`src/rtl/ictrl_ibuffer_load_sched.sv`:
```
// Loads a program image into the ibuffer as ping-pong bank chunks: one DMA read
// command per chunk, then the filled bank is handed to the fetch unit.
module ictrl_ibuffer_load_sched #(
  parameter int MEM_AW     = 15,
  parameter int DDR_AW     = 32,
  parameter int LEN_W      = 20,
  parameter int BANK_DEPTH = 256,
  parameter int BEAT_BYTES = 16
) (
  input  logic                   clk,
  input  logic                   rst,
  input  logic                   cfg_start,
  input  logic [DDR_AW-1:0]      cfg_base_addr,
  input  logic [LEN_W-1:0]       cfg_total_beats,
  input  logic                   cfg_abort,
  output logic                   busy,
  output logic                   load_done,
  output logic                   abort_done,
  output logic                   dma_cmd_valid,
  input  logic                   dma_cmd_ready,
  output logic [DDR_AW-1:0]      dma_cmd_addr,
  output logic [MEM_AW-1:0]      dma_cmd_num,
  output logic [MEM_AW-1:0]      ibuf_base_addr,
  input  logic                   dma_write_done,
  output logic [1:0]             bank_valid,
  output logic [1:0]             bank_last,
  output logic [2*MEM_AW-1:0]    bank_beats,
  input  logic [1:0]             fetch_bank_rel,
  output logic [2:0]             dbg_state
);

  typedef enum logic [2:0] {
    S_IDLE      = 3'd0,
    S_WAIT_BANK = 3'd1,
    S_ISSUE     = 3'd2,
    S_WAIT_DONE = 3'd3,
    S_FINISH    = 3'd4
  } state_t;

  localparam logic [LEN_W-1:0]  DEPTH_L = LEN_W'(BANK_DEPTH);
  localparam logic [MEM_AW-1:0] DEPTH_M = MEM_AW'(BANK_DEPTH);
  localparam logic [DDR_AW-1:0] BEAT_A  = DDR_AW'(BEAT_BYTES);

  state_t                   state_q, state_d;
  logic [DDR_AW-1:0]        addr_q, addr_d;
  logic [LEN_W-1:0]         remaining_q, remaining_d;
  logic                     cur_bank_q, cur_bank_d;
  logic                     abort_pend_q, abort_pend_d;
  logic                     abort_done_q, abort_done_d;
  logic [1:0]               bank_valid_q, bank_valid_d;
  logic [1:0]               bank_last_q, bank_last_d;
  logic [1:0][MEM_AW-1:0]   beats_q, beats_d;

  logic [LEN_W-1:0]         chunk;
  logic                     bank_free;
  logic                     abort_now;

  assign chunk     = (remaining_q < DEPTH_L) ? remaining_q : DEPTH_L;
  // A release arriving in the same cycle already frees the bank.
  assign bank_free = !bank_valid_q[cur_bank_q] || fetch_bank_rel[cur_bank_q];
  assign abort_now = abort_pend_q || cfg_abort;

  always_ff @(posedge clk) begin
    if (rst) begin
      state_q      <= S_IDLE;
      addr_q       <= '0;
      remaining_q  <= '0;
      cur_bank_q   <= 1'b0;
      abort_pend_q <= 1'b0;
      abort_done_q <= 1'b0;
      bank_valid_q <= '0;
      bank_last_q  <= '0;
      beats_q      <= '0;
    end else begin
      state_q      <= state_d;
      addr_q       <= addr_d;
      remaining_q  <= remaining_d;
      cur_bank_q   <= cur_bank_d;
      abort_pend_q <= abort_pend_d;
      abort_done_q <= abort_done_d;
      bank_valid_q <= bank_valid_d;
      bank_last_q  <= bank_last_d;
      beats_q      <= beats_d;
    end
  end

  // DMA command handshake: dma_cmd_valid is high for the whole ISSUE state and the
  // command fields are held constant; the transfer happens on the first rising edge
  // with dma_cmd_valid && dma_cmd_ready, and valid drops in the following cycle.
  always_comb begin
    state_d      = state_q;
    addr_d       = addr_q;
    remaining_d  = remaining_q;
    cur_bank_d   = cur_bank_q;
    abort_pend_d = abort_pend_q;
    abort_done_d = 1'b0;
    bank_valid_d = bank_valid_q & ~fetch_bank_rel;
    bank_last_d  = bank_last_q & ~fetch_bank_rel;
    beats_d      = beats_q;

    unique case (state_q)
      S_IDLE: begin
        if (cfg_start) begin
          if (cfg_total_beats == '0) begin
            state_d = S_FINISH;
          end else begin
            addr_d       = cfg_base_addr;
            remaining_d  = cfg_total_beats;
            cur_bank_d   = 1'b0;
            abort_pend_d = 1'b0;
            state_d      = S_WAIT_BANK;
          end
        end
      end
      S_WAIT_BANK: begin
        if (cfg_abort) begin
          abort_done_d = 1'b1;
          state_d      = S_IDLE;
        end else if (bank_free) begin
          state_d = S_ISSUE;
        end
      end
      S_ISSUE: begin
        if (dma_cmd_ready) begin
          // The command is already accepted, so an abort must wait for its data.
          abort_pend_d = cfg_abort;
          state_d      = S_WAIT_DONE;
        end else if (cfg_abort) begin
          abort_done_d = 1'b1;
          state_d      = S_IDLE;
        end
      end
      S_WAIT_DONE: begin
        if (cfg_abort) abort_pend_d = 1'b1;
        if (dma_write_done) begin
          if (abort_now) begin
            abort_pend_d = 1'b0;
            abort_done_d = 1'b1;
            state_d      = S_IDLE;
          end else begin
            bank_valid_d[cur_bank_q] = 1'b1;
            beats_d[cur_bank_q]      = MEM_AW'(chunk);
            addr_d                   = addr_q + DDR_AW'(chunk) * BEAT_A;
            remaining_d              = remaining_q - chunk;
            cur_bank_d               = ~cur_bank_q;
            if (remaining_q == chunk) begin
              bank_last_d[cur_bank_q] = 1'b1;
              state_d                 = S_FINISH;
            end else begin
              state_d = S_WAIT_BANK;
            end
          end
        end
      end
      S_FINISH: begin
        state_d = S_IDLE;
      end
      default: begin
        state_d = S_IDLE;
      end
    endcase
  end

  assign busy           = (state_q != S_IDLE);
  assign load_done      = (state_q == S_FINISH);
  assign abort_done     = abort_done_q;
  assign dma_cmd_valid  = (state_q == S_ISSUE);
  assign dma_cmd_addr   = addr_q;
  assign dma_cmd_num    = MEM_AW'(chunk);
  assign ibuf_base_addr = cur_bank_q ? DEPTH_M : '0;
  assign bank_valid     = bank_valid_q;
  assign bank_last      = bank_last_q;
  assign bank_beats     = beats_q;
  assign dbg_state      = state_q;

endmodule

```
`config.mk`:
```
export PLATFORM = sky130hd
export DESIGN_NAME = ictrl_ibuffer_load_sched
export DESIGN_NICKNAME = d
export VERILOG_FILES = /design/src/rtl/ictrl_ibuffer_load_sched.sv
export SDC_FILE = /design/constraint.sdc
export NUM_CORES = 1
export LEC_CHECK = 0
export ABC_AREA = 1
export ABC_CLOCK_PERIOD_IN_PS = 3370
export CAP_MARGIN = 0
export CORE_UTILIZATION = 60
export CTS_CLUSTER_SIZE = 24
export DETAILED_ROUTE_END_ITERATION = 8
export DONT_BUFFER_PORTS = 1
export PLACE_DENSITY = 0.76
export SLEW_MARGIN = 15
export SYNTH_ARGS = -nofsm -noshare
export SYNTH_HDL_FRONTEND = slang
export SYNTH_SLANG_ARGS = --single-unit
```
`constraint.sdc`:
```
create_clock -name clk -period 3.37 [get_ports clk]
set_input_delay 0.674 -clock clk [delete_from_list [all_inputs] [get_ports clk]]
set_output_delay 0.674 -clock clk [all_outputs]
set_load 0.05 [all_outputs]
```
==> results of run 1 <==
## cells in the final DEF, fill, tap and decap left out, types with 4 or more instances in the layout
master,Yosys,layout
clkbuf_8,0,9
xor2_1,10,10
buf_4,24,31
nor3_1,16,14
a21oi_1,108,108
o21bai_1,4,4
inv_1,88,87
ha_1,21,21
conb_1,2,32
a31oi_1,10,10
o21ai_0,77,73
o21a_1,4,4
xnor2_1,4,4
nor2_1,108,108
nand3_1,75,75
inv_2,7,7
o211ai_1,7,7
or2_2,5,5
nand4_1,9,9
nand2_1,204,204
dfxtp_1,92,92
## worst max-delay path, cell delays in order (launching register included)
cell and delay, ns:
dfxtp_1 0.45, nor2_1 0.09, nand2_1 0.10, nor2_1 0.05, nand2_1 0.18, clkinvlp_4 0.19, buf_4 0.17, nand2_1 0.11
inv_1 0.11, ha_1 0.33, nand2_1 0.16, inv_1 0.05, a21boi_1 0.24, o21ai_0 0.15, nand2_1 0.08, nand3_1 0.17
nand2_1 0.11, nand2_1 0.05, o21ai_0 0.15, a21oi_1 0.08
## cell families (layout without fill, tap and decap cells)
kind of cell,after synthesis,in the layout,synth area share
and+or+nand+nor,427,427,0.304
AOI/OAI and AO/OA,221,221,0.202
buffers and inverters,151,145,0.113
DFF,92,92,0.311
adders and majority gates,22,22,0.0477
xor gates and xnor gates,14,14,0.0207
other,2,32,0.00127
## how the worst max path moves through the flow
stage | start | to | slack, ns | cells past startpoint
after global placement | remaining_q[14] | dma_cmd_addr[30] | 0.32 | 18
after CTS | remaining_q[14] | dma_cmd_addr[18] | 0.13 | 18
final | remaining_q[13] | dma_cmd_addr[25] | 0.24 | 19
after floorplan | remaining_q[13] | dma_cmd_addr[30] | 0.11 | 18
after detailed placement | remaining_q[14] | dma_cmd_addr[18] | 0.16 | 18
after global routing | remaining_q[13] | dma_cmd_addr[25] | 0.001 | 19
## through the flow
step / area, um^2 / setup slack (ns) / hold WS [ns]
finish: 6420 / 0.239 / 0.372
global route: 6420 / 0.00102 / 0.356
CTS: 6380 / 0.135 / 0.362
detailed placement: 6130 / 0.157 / 0.463
global placement: 6130 / 0.318 / 0.450
floorplan: 6040 / 0.111 / 0.444
## cell type report
class | instances | area, um^2
timing repair buffer | 32 | 253
inverter | 96 | 368
clock inverter | 6 | 119
clock buffer | 10 | 128
multi-input combinational | 716 | 3540
sequential | 92 | 1840
timing repair inverter | 1 | 5.00
tap | 129 | 161
fill | 884 | 3000
## routing by layer
| layer | vias up | part of all wire |
|---|---|---|
| li1 | 3047 | - |
| met1 | 2854 | 0.40 |
| met5 | - | 0 |
| met3 | 47 | 0.076 |
| met2 | 312 | 0.49 |
| met4 | 0 | 0.036 |
## cell usage after synthesis (all sizes together)
cell    number  area, um^2
xor2        10        87.6
fa           1        20.0
conb         2        7.51
inv         95         357
o21ai       77         385
dfxtp       92        1840
nand3       76         385
o211ai       7        52.6
a31oi       10        62.6
clkbuf      21        78.8
nand2b       1        6.26
a211oi       4        35.0
clkinv       1        3.75
nand2      204         766
or2          6        40.0
o21bai       5        41.3
nor4         3        18.8
nand4        9        56.3
nor2       109         417
ha          21         263
a21o         3        22.5
o21a         4        30.0
nor3        18         106
xnor2        4        35.0
a21oi      109         549
a21boi       2        15.0
nor3b        1        7.51
buf         34         231
## timing repair
item,in CTS,in global routing
setup endpoints to repair,0,13
gates resized for setup,0,10
setup buffers,0,2
## state kept, by name, summed over array words and instances (netlist names)
register / count
bank_last: 2
dbg_state: 3
bank_valid: 2
abort_done: 1
bank_beats: 30
dma_cmd_addr: 32
remaining_q: 20
abort_pend_q: 1
cur_bank_q: 1
## power by group through the flow
| stage | logic, mW | registers [mW] | clock network (mW) |
|---|---|---|---|
| 6_report | 1.13 | 1.40 | 0.941 |
| 5_1_grt | 1.25 | 1.41 | 0.994 |
| 4_1_cts | 1.09 | 1.39 | 0.943 |
| 3_5_place_dp | 1.08 | 1.42 | 0 |
| 3_3_place_gp | 1.06 | 1.42 | 0 |
| 2_1_floorplan | 0.823 | 1.46 | 0 |
==> results.cfg, run 1 <==
[status]
status = finished, final reports clean

[global_routing]
grt_pass1_vias = 6020
grt.busiest_layer = met2
grt_overflow = 0
gr-usage-met1 = 0.404
grt_antenna_before_repair = 0
grt.met2_usage = 0.618
grt.total_usage = 0.344
grt.met3_usage = 0.0531
grt_pass1_wl_um = 27900
grt_max_degree = 57

[timing]
slew_headroom = 0.311
tns_ns = 0
drv_slew = 0
rsz0062_at_grt = false
skew_ns = 0.00746
fin_crit_ns = 3.13
setup_viol = 0
finalCritPeriodShare = 0.929
timing.fmax_ghz = 0.319
worst_slew_pin_slew_ns = 1.03
hold_viol = 0

[detailed_routing]
ant_nets = 0
drt_iter0_markers = 331
vias_per_cell = 5.79
wire_per_inst_um = 16.3
routed-via-count = 6260
drcViolationCount = 0
routed_wl_um = 17600
drtPass1Iterations = 5

[yosys]
syn_area_per_cell_um2 = 6.37
synth_area_mm2 = 0.00592
synth_seq_cells = 92
ys_seq_area_frac = 0.311
ys_warn_count = 0
synthDistinctLibCells = 40
syn_inst = 929

[flow_run]
cap_violations = 0

[floorplan]
die-area_mm2 = 0.0103
fp.dieH_um = 101
core-area_mm2 = 0.00942
die_w_um = 101
ioPinCount = 163
start_util = 0.629
rows = 35

[clocking]
cts_tree = yes
hold_buffers = 0
clockBufferDepth = 2
clkSinkCount = 92
clock_latency_ns = 0.36
htreeDepth = 3
clkSlewWorstSetupHoldPaths_ns = 0.09
cts_buffers = 9
clock-root-buffer = clkbuf_8

[critical_path]
reg2reg_depth = 19
endpoint_kind = register
cp.required_ns = 3.63
cp_max_fo = 7
path_class = register to register
crit_arrival_ns = 3.39
r2r_setup_slack_ns = 0.24
reg2reg_from = remaining_q[13]
critPathLaunchType = register
r2r_end = dma_cmd_addr[25]

[hold_path]
holdPathStages = 1
min_to = dma_cmd_addr[3]
min-delay-path-class = primary input to register
min_from = rst

[pwr]
pwr-share-seq = 0.402
p_per_area_mw_per_mm2 = 541
switching_share = 0.417
p_leak_nw = 2.89
pwr-share-comb = 0.327
pwr-share-clk = 0.271
switchingPower_mw = 1.45
totalPowerFinal_mw = 3.47
internal_power_mw = 2.02
ir_drop_v = 0.000267

[final_layout]
n_antenna_cell = 0
instances_no_fill = 1082
drive_above_1_share = 0.0787
final_util = 0.682
areaGrowthSynthToFinish_pct = 8.37
final_nets = 1030

[placement]
dp_hpwl_um = 13000
dp_cells = 1063
io_buffers = 0
place_congestion = 0.995
(Power assumes the default switching activity.)
==> run 2: changes to the inputs <==
Settings changed: CORE_UTILIZATION 60 to 40, PLACE_DENSITY 0.76 to default.
==> results.cfg, run 2 (same netlist as run 1, synthesis figures left out) <==
[final_layout]
final_nets = 1032
drive_above_1_share = 0.0818
final_cell_mix = nand2_1 (202), nor2_1 (108), a21oi_1 (108)
n_antenna_cell = 0
instances_no_fill = 1138
fill_cells = 1552
final_common_cell = nand2_1
areaGrowthSynthToFinish_pct = 10.8
largest_register_ffs = 32

[flow_run]
cap_violations = 0

[pwr]
totalPowerFinal_mw = 3.57
pwr-share-seq = 0.388
switchingPower_mw = 1.47
ir_drop_v = 0.000267
p_leak_nw = 2.93
internal_power_mw = 2.10
pwr-share-clk = 0.297
p_per_area_mw_per_mm2 = 544
switching_share = 0.412
pwr-share-comb = 0.315

[clocking]
clkSinkCount = 92
hold_buffers = 0
clkSlewWorstSetupHoldPaths_ns = 0.07
clockBufferDepth = 2
clock-root-buffer = clkbuf_16
cts_tree = yes
cts_buffers = 9
htreeDepth = 3
clock_latency_ns = 0.35

[timing]
slew_headroom = 0.416
hold_viol = 0
finalCritPeriodShare = 0.922
setup_slack_ns = 0.263
timing.fmax_ghz = 0.322
drv_slew = 0
whs_ns = 0.380
setup_viol = 0
rsz0062_at_grt = true
worst_slew_pin_slew_ns = 0.872
skew_ns = 0.00978
fin_crit_ns = 3.11

[floorplan]
rows = 44
core-area_mm2 = 0.0145
die_w_um = 124
die-area_mm2 = 0.0153
ioPinCount = 163
fp.dieH_um = 124
start_util = 0.409

[detailed_routing]
wire_per_inst_um = 15.8
routed-via-count = 5984
ant_nets = 0
routed_wl_um = 17900
vias_per_cell = 5.26
drtPass1Iterations = 5
drcViolationCount = 0
drt_iter0_markers = 361

[status]
status = finished, final reports clean

[global_routing]
grt_overflow = 0
grt_antenna_before_repair = 0
grt_pass1_wl_um = 27900
grt_pass1_vias = 5276
grt_max_degree = 57
grt.total_usage = 0.238

[placement]
dp_cells = 1123
place_congestion = 0.927
dp_hpwl_um = 13200
io_buffers = 0
place_ws_ns = 0.145

[critical_path]
cp.required_ns = 3.66
path_cells = nor2_1 > nand2_1 > nor2_1 > nand2_1 > clkinvlp_4 > nand2_1 > clkinvlp_4 > ha_1 > inv_1 > fa_1 > o21ai_2 > nand2_1 > nand2_2 > nand2_1 > nand2_1 > a21oi_1 > nand2b_1 > nand3_1 > nand2_1 > a21oi_1
crit_arrival_ns = 3.39
cpPeakStageDelay_ns = 0.43
cp_max_fo = 10
endpoint_kind = register
critPathLaunchType = register
critPathMostFrequentCell = nand2_1
critPathSlowestCell = fa_1
r2r_setup_slack_ns = 0.26
path_class = register to register

[hold_path]
min-delay-path-class = primary input to register
run 2: changes by cell type in the layout (fill, tap and decap cells not counted), moves of 2 or more:
| cell | previous run | this run |
|---|---|---|
| clkbuf_8 | 9 | 0 |
| nand2_1 | 204 | 202 |
| nand2_2 | 0 | 2 |
| bufinv_16 | 3 | 1 |
| clkbuf_16 | 0 | 9 |
| clkinvlp_4 | 2 | 4 |
| buf_4 | 31 | 34 |
run 2: layout make-up:
type	count	area, um^2	share of cell area
Clock buffer	9	225	0.0343
Clock inverter	6	73.8	0.0113
Inverter	96	368	0.0561
Multi-Input combinational cell	716	3540	0.540
Sequential cell	92	1840	0.281
Tap cell	184	230	0.0351
Timing Repair Buffer	35	275	0.0420
run 2: worst max-delay path, delay by kind of cell (launching register included):
family                   cells  cell delay, ns
AO/OA/AOI/OAI                3            0.44
adder cells (fa/ha/maj)      2            0.61
flip-flops                   1            0.35
buffers and inverters        3            0.36
AND/OR/NAND/NOR             12            1.31
run 2: stage by stage:
stage / area (um^2) / TNS (ns) / util
after floorplan: 6040 / 0 / -
after global placement: 6240 / 0 / 0.431
after detailed placement: 6240 / 0 / 0.431
after CTS: 6540 / 0 / 0.452
after global routing: 6560 / -0.0160 / 0.453
final: 6560 / 0 / 0.453
run 2: final timing paths:
kind / startpoint / cells after the start / endpoint
worst max-delay path: remaining_q[18] / 20 / dma_cmd_addr[24]
worst min-delay path: rst / 1 / dma_cmd_addr[1]
worst max register to register: remaining_q[18] / 20 / dma_cmd_addr[24]
worst min register to register: remaining_q[11] / 2 / remaining_q[11]
run 2: per-layer routing:
layer | track usage | part of all wire | up-vias
met1 | 0.330 | 0.46 | 2649
met3 | 0.0870 | 0.12 | 15
met5 | 0 | 0 | -
met2 | 0.343 | 0.41 | 261
met4 | 0.0655 | 0.012 | 0
li1 | - | - | 3059
run 2: timing repair:
item                       4_1_cts  5_1_grt
resized for setup                0        9
setup buffers                    0        0
setup endpoints to repair        0       10
run 2: power by group through the flow:
stage          combinational, mW  sequential (mW)  clock [mW]
3_5_place_dp                1.10             1.41           0
5_1_grt                     1.26             1.40        1.13
3_3_place_gp                1.10             1.41           0
6_report                    1.12             1.38        1.06
2_1_floorplan              0.823             1.46           0
4_1_cts                     1.10             1.38        1.09
==> run 3: changes to the inputs <==
Settings changed: CORE_MARGIN from default to 5, CTS_CLUSTER_SIZE 24 to default.
==> results.cfg, run 3 (same netlist as run 1, synthesis figures left out) <==
[status]
status = finished, final reports clean

[critical_path]
cp_num_buf_inv = 4
critPathLaunchType = register
cp.required_ns = 3.61
crit_arrival_ns = 3.29
critPathSlowestCell = dfxtp_1
cpPeakStageDelay_ns = 0.43
path_class = register to register
cp_max_fo = 7
path_cells = nor2_1 > nand2_1 > nor2_1 > nand2_1 > clkinv_1 > buf_4 > nand2_1 > inv_1 > ha_1 > nand2_1 > inv_1 > a21boi_0 > o21ai_0 > nand2_1 > nand3_1 > nand2_1 > nand2_1 > o21ai_0 > a21oi_1
critPathTopFamily = simple AND/OR/NAND/NOR gates
endpoint_kind = register
critPathMostFrequentCell = nand2_1

[clocking]
clkSlewWorstSetupHoldPaths_ns = 0.07
htreeDepth = 3
cts_tree = yes
hold_buffers = 0
clock-root-buffer = clkbuf_16
clock_latency_ns = 0.35
clockBufferDepth = 2
clkSinkCount = 92
cts_buffers = 9

[final_layout]
final_cell_mix = nand2_1 (203), nor2_1 (108), a21oi_1 (108)
areaGrowthSynthToFinish_pct = 11.5
largest_register_ffs = 32
final_nets = 1034
final_common_cell = nand2_1
n_antenna_cell = 0
drive_above_1_share = 0.0805

[global_routing]
grt_pass1_vias = 5441
grt_pass1_wl_um = 29700
grt.total_usage = 0.207
grt_max_degree = 59
grt_antenna_before_repair = 0
grt_overflow = 0

[timing]
fin_crit_ns = 3.06
whs_ns = 0.398
setup_viol = 0
tns_ns = 0
slew_headroom = 0.336
drv_slew = 0
finalCritPeriodShare = 0.907
timing.fmax_ghz = 0.327
skew_ns = 0.00947
hold_viol = 0
worst_slew_pin_slew_ns = 0.992
rsz0062_at_grt = false

[floorplan]
die-area_mm2 = 0.0173
ioPinCount = 163
fp.dieH_um = 132
core-area_mm2 = 0.0145
rows = 44
start_util = 0.407
die_w_um = 132

[detailed_routing]
ant_nets = 0
routed_wl_um = 18700
wire_per_inst_um = 16.4
routed-via-count = 5987
drtPass1Iterations = 6
drt_iter0_markers = 303
drcViolationCount = 0
vias_per_cell = 5.25

[hold_path]
min-delay-path-class = primary input to register

[placement]
place_congestion = 0.936
dp_hpwl_um = 14000
io_buffers = 0

[pwr]
ir_drop_v = 0.000296
p_leak_nw = 2.96
p_per_area_mw_per_mm2 = 560

[flow_run]
cap_violations = 0
==> run 3: repair_timing <==
item                                    4_1_cts  5_1_grt
gates resized for setup                       0        5
buffers inserted                              0        0
endpoints found under the setup margin        0        7
==> run 3: area by class of cell <==
class | instances | area (um^2)
fillers | 1537 | 7930
multi-input cells | 716 | 3530
flip-flops and latches | 92 | 1840
inverters | 96 | 364
repair buffers | 37 | 290
clock buffers | 10 | 239
well taps | 184 | 230
clock inverters | 6 | 100
==> run 3: final timing paths <==
check	slack (ns)	endpoint	cells past startpoint	startpoint
setup / recovery	0.31	dma_cmd_addr[25]	19	remaining_q[17]
hold / removal	0.40	remaining_q[12]	1	rst
setup reg to reg	0.31	dma_cmd_addr[25]	19	remaining_q[17]
hold reg to reg	0.47	remaining_q[11]	2	remaining_q[11]
==> run 3: per-layer routing <==
metal,global-route usage,routed length [um]
met4,0.0600,314
met5,0,0
met2,0.299,7630
met1,0.294,8810
met3,0.0692,1920
==> run 3: report_power, final <==
group	total [mW]	internal, mW	switching (mW)
clock	1.18	0.688	0.495
sequential	1.38	1.18	0.205
combinational	1.13	0.346	0.787
total	3.70	2.21	1.49
==> run 3: metrics by stage <==
step	setup slack, ns	power [mW]	std cells	utilization	cell area [um^2]
2_1_floorplan	0.111	2.28	959	-	6040
3_3_place_gp	0.356	2.52	1125	0.430	6250
3_5_place_dp	0.281	2.52	1125	0.430	6250
4_1_cts	0.244	3.70	1141	0.454	6590
5_1_grt	0.0167	3.91	1141	0.454	6600
6_report	0.314	3.70	1141	0.454	6600
